**src/rtl/truth_table_bist_ctrl.sv**
```systemverilog
// BIST sequencer for a small combinational truth-table datapath: sweeps every
// input vector, waits a settle time, samples r and accumulates miscompares.
module truth_table_bist_ctrl #(
    parameter int N_IN   = 3,
    parameter int SETTLE = 1
) (
    input  logic                 clk,
    input  logic                 rst,
    input  logic                 start,
    input  logic [2**N_IN-1:0]   ref_table,
    output logic [N_IN-1:0]      tt_in,
    input  logic                 tt_r,
    output logic                 busy,
    output logic                 done,
    output logic [2**N_IN-1:0]   mismatch_mask,
    output logic [N_IN:0]        err_cnt,
    output logic                 pass
);

    localparam int N_VEC = 2**N_IN;
    localparam int CNT_W = (SETTLE > 1) ? $clog2(SETTLE) : 1;

    typedef enum logic [1:0] {IDLE, DRIVE, SAMPLE, DONE} state_t;

    state_t             state;
    logic [N_VEC-1:0]   ref_q;
    logic [CNT_W-1:0]   cnt;
    logic               miscompare;

    // tt_in doubles as the vector index; an unknown r never matches the reference.
    assign miscompare = (tt_r !== ref_q[tt_in]);
    assign pass       = done && (err_cnt == '0);

    always_ff @(posedge clk) begin
        if (rst) begin
            state         <= IDLE;
            tt_in         <= '0;
            cnt           <= '0;
            busy          <= 1'b0;
            done          <= 1'b0;
            mismatch_mask <= '0;
            err_cnt       <= '0;
        end else begin
            case (state)
                IDLE, DONE: begin
                    if (start) begin
                        ref_q         <= ref_table;
                        mismatch_mask <= '0;
                        err_cnt       <= '0;
                        tt_in         <= '0;
                        cnt           <= '0;
                        busy          <= 1'b1;
                        done          <= 1'b0;
                        state         <= DRIVE;
                    end
                end
                DRIVE: begin
                    if (cnt == CNT_W'(SETTLE - 1)) begin
                        state <= SAMPLE;
                    end else begin
                        cnt <= cnt + 1'b1;
                    end
                end
                SAMPLE: begin
                    if (miscompare) begin
                        mismatch_mask[tt_in] <= 1'b1;
                        err_cnt              <= err_cnt + 1'b1;
                    end
                    if (&tt_in) begin
                        busy  <= 1'b0;
                        done  <= 1'b1;
                        state <= DONE;
                    end else begin
                        tt_in <= tt_in + 1'b1;
                        cnt   <= '0;
                        state <= DRIVE;
                    end
                end
                default: state <= IDLE;
            endcase
        end
    end

endmodule

```
**config.mk**
```make
export PLATFORM = sky130hd
export DESIGN_NAME = truth_table_bist_ctrl
export DESIGN_NICKNAME = d
export VERILOG_FILES = /design/src/rtl/truth_table_bist_ctrl.sv
export SDC_FILE = /design/constraint.sdc
export NUM_CORES = 1
export LEC_CHECK = 0
export CELL_PAD_IN_SITES_DETAIL_PLACEMENT = 2
export CELL_PAD_IN_SITES_GLOBAL_PLACEMENT = 2
export CORE_MARGIN = 4
export CORE_UTILIZATION = 32
export DETAILED_ROUTE_END_ITERATION = 6
export HOLD_SLACK_MARGIN = 0.1
export MAX_ROUTING_LAYER = met4
export PLACE_DENSITY = 0.91
export SYNTH_ARGS = -nofsm -noshare
export SYNTH_HDL_FRONTEND = slang
export SYNTH_SLANG_ARGS = --single-unit
export TNS_END_PERCENT = 30
```
**constraint.sdc**
```tcl
create_clock -name clk -period 3.6 [get_ports clk]
set_input_delay 0.54 -clock clk [delete_from_list [all_inputs] [get_ports clk]]
set_output_delay 0.54 -clock clk [all_outputs]
set_load 0.03 [all_outputs]
```
==> run summary <==
# setup viols final = 0
final net count = 191
# diodes = 0
GP Congestion = 0.7925
GRT overflow = 0
Slew headroom = 0.4829
Flop pwr share = 0.541
status = complete, no violations
post-DR vias/cell = 5.493
Syn Area/Cell = 9.363 µm²
Setup Crit Path Kind = reg2reg
RR Endpoint = mismatch_mask[1]$_SDFFE_PP0P_
Num CTS Buffers = 3
number of global-route vias before repair = 1269
H-tree depth = 1
RSZ-0062 raised after global routing = false
r2r setup slk = 1.04 ns
first-pass GRT wire length = 6361 µm
Final Hold Viols = 0
drt wl/cell = 18.06 µm
Syn. warnings = 0
Int Pwr = 0.4480 mW
Max IR drop VDD = 0.2679 mV
IO buf count = 29
Total Power = 0.6218 mW
most common cell after layout, fill and taps aside = clkdlybuf4s50_1
Hold Path Sink = mismatch_mask[7]$_SDFFE_PP0P_
CTS sink cnt = 27
post_cts resized = 0
combinational power share = 0.185
Hold Path Depth = 2
area post-placement = 0.001688 mm²
postcts setup bufs = 0
CTS root buf = clkbuf_8
chip width = 74.03 µm
setup TNS = 0 ns
core area = 0.004115 mm²
Clock Latency Late Sink = 0.27 ns
final setup slack of the worst path = 1.036 ns
I/O pin total = 30
Site Rows = 23
Syn Inst Count = 149
Syn Nets = 168
clock power share = 0.274
Die Y = 74.03 µm
worst-path cell chain = inv_1 -> ha_1 -> inv_1 -> o21ai_0 -> a21oi_1 -> nand4_1 -> o21ai_0
crit path max fanout = 15
Worst path slowest cell = o21ai_0
Final Slew Violations = 0
Initial DRC Count = 96
FF-to-FF Start = state[0]$_SDFFE_PP0P_
DRC errors left = 0
Max-Cap Viols = 0
Synth Cell Area = 0.001395 mm²
Critical Path AT = 2.71 ns
Worst Hold Launch = mismatch_mask[7]$_SDFFE_PP0P_
synth unique cells = 40
CTS tree = yes
Leakage Power = 0.5742 nW
Fmax = 390.0 MHz
CTS max path bufs = 2
largest net degree at the start of global routing = 18
dpl hpwl = 2991 µm
number of flops mapped to enable cells by yosys = 8
Worst-Margin Slew = 0.7756 ns
Worst Reg-to-Reg Cells = 7
most frequent cells in the layout = 29 x clkdlybuf4s50_1, 19 x dfxtp_1, 17 x nand2_1
layout cells sized above 1 = 0.05263
CP Capture Type = register
ANT nets after route = 0
fin crit period = 2.564 ns
P per Cell Area = 358.8 mW/mm²
sequential share of the synthesized area = 0.4448
area grow syn2layout = 24.22%
NetSw = 0.1738 mW
Net Sw Frac = 0.2795
Most used DFF post-synth = dfxtp_1
Vias = 1214
worst setup path start = state[0]$_SDFFE_PP0P_
drt pass-1 iters = 2
CP required = 3.75 ns
Tot GR Track Use = 0.1545
hold_buf cts = 0
cell area after layout = 0.001733 mm²
WL final = 3991 µm
Critical Path Max Stage Delay = 0.56 ns
Placement Setup Slack = 0.9062 ns
initial antenna violation count = 0
min-delay worst type = reg2reg
Critical Path Start Type = register
initial core utilization = 0.3390
Tcrit/Tclk final = 0.7122
Synth Register Bits = 27
skew final = 0.001107 ns
die footprint = 0.005480 mm²
ys async rst share = 0
Worst-path clk slew = 0.09 ns
[how the worst max path moves through the flow]
stage / to / slack [ns] / depth (start not counted)
after floorplan: pass / 1.41 / 3
after global placement: mismatch_mask[3]$_SDFFE_PP0P_ / 1.02 / 5
after detailed placement: mismatch_mask[3]$_SDFFE_PP0P_ / 0.91 / 5
after CTS: mismatch_mask[1]$_SDFFE_PP0P_ / 1.06 / 7
after global routing: mismatch_mask[1]$_SDFFE_PP0P_ / 0.77 / 7
final: mismatch_mask[1]$_SDFFE_PP0P_ / 1.04 / 7
[area by class of cell]
cell class / instances / area [µm²]
clock buffers: 4 / 45.04
flip-flops and latches: 27 / 620.6
inverters: 5 / 18.77
well taps: 50 / 62.56
fillers: 458 / 2382
multi-input cells: 106 / 695.7
repair buffers: 29 / 290.3
[power groups by stage]
stage          Clock [mW]  Sequential, mW  Combinational, mW
2_1_floorplan           0           0.348             0.0705
3_3_place_gp            0           0.342              0.107
3_5_place_dp            0           0.344              0.115
4_1_cts             0.180           0.337              0.116
5_1_grt             0.189           0.338              0.126
6_report            0.170           0.336              0.115
[kinds of logic after synthesis]
kind of cell,synth area share
and+or+nand+nor,0.1955
AOI/OAI and AO/OA,0.1847
DFF,0.4448
buffers and inverters,0.05651
muxes,0.05560
adders and majority gates,0.06278
[through the flow]
step,hold WS (ns),utilization,std cells
detailed placement,0.4714,0.4102,217
global placement,0.4369,0.4102,217
finish,0.4844,0.4211,221
global route,0.5153,0.4211,221
floorplan,0.5105,-,149
CTS,0.4928,0.4211,221
[critical path, delay by kind of cell, from the launching register on]
kind / cells / cell delay, ns
buffers and inverters: 2 / 0.33
AOI/OAI and AO/OA: 3 / 1.04
adders and majority gates: 1 / 0.52
DFF: 1 / 0.35
and+or+nand+nor: 1 / 0.20
[per-layer routing]
metal  wire length (µm)  track usage  vias up
met1               1710       0.1727      607
met5                  0            -        -
met4                 51      0.03219        0
met2               2161       0.2835       18
li1                   -            -      585
met3                 67      0.02973        4
[flip-flops by register name, indices dropped and copies added (netlist names)]
| register | count |
|---|---|
| state | 2 |
| tt_in | 3 |
| err_cnt | 4 |
| busy | 1 |
| done | 1 |
| ref_q | 8 |
| mismatch_mask | 8 |
[Yosys cell counts, types with 2 or more instances]
cell type  number  area share
clkbuf_1        8       0.022
buf_6           2       0.016
mux2i_1         4       0.029
o22ai_1         3       0.013
nand4_1         4       0.018
a21oi_1        11       0.039
nor2b_1         4       0.018
ha_1            7       0.063
or4b_2          2       0.014
edfxtp_1        8        0.17
nor2_1          9       0.024
nand2_1        17       0.046
nand3_1         2      0.0072
or2b_1          2       0.011
a21o_1          2       0.011
o21ai_0         8       0.029
nor3_1          4       0.014
a22oi_1         3       0.016
dfxtp_1        19        0.27
inv_1           5       0.013
or4_1           3       0.016
a31oi_1         2      0.0090
o21ai_1         3       0.011
Power figures use the tool's default switching activity.
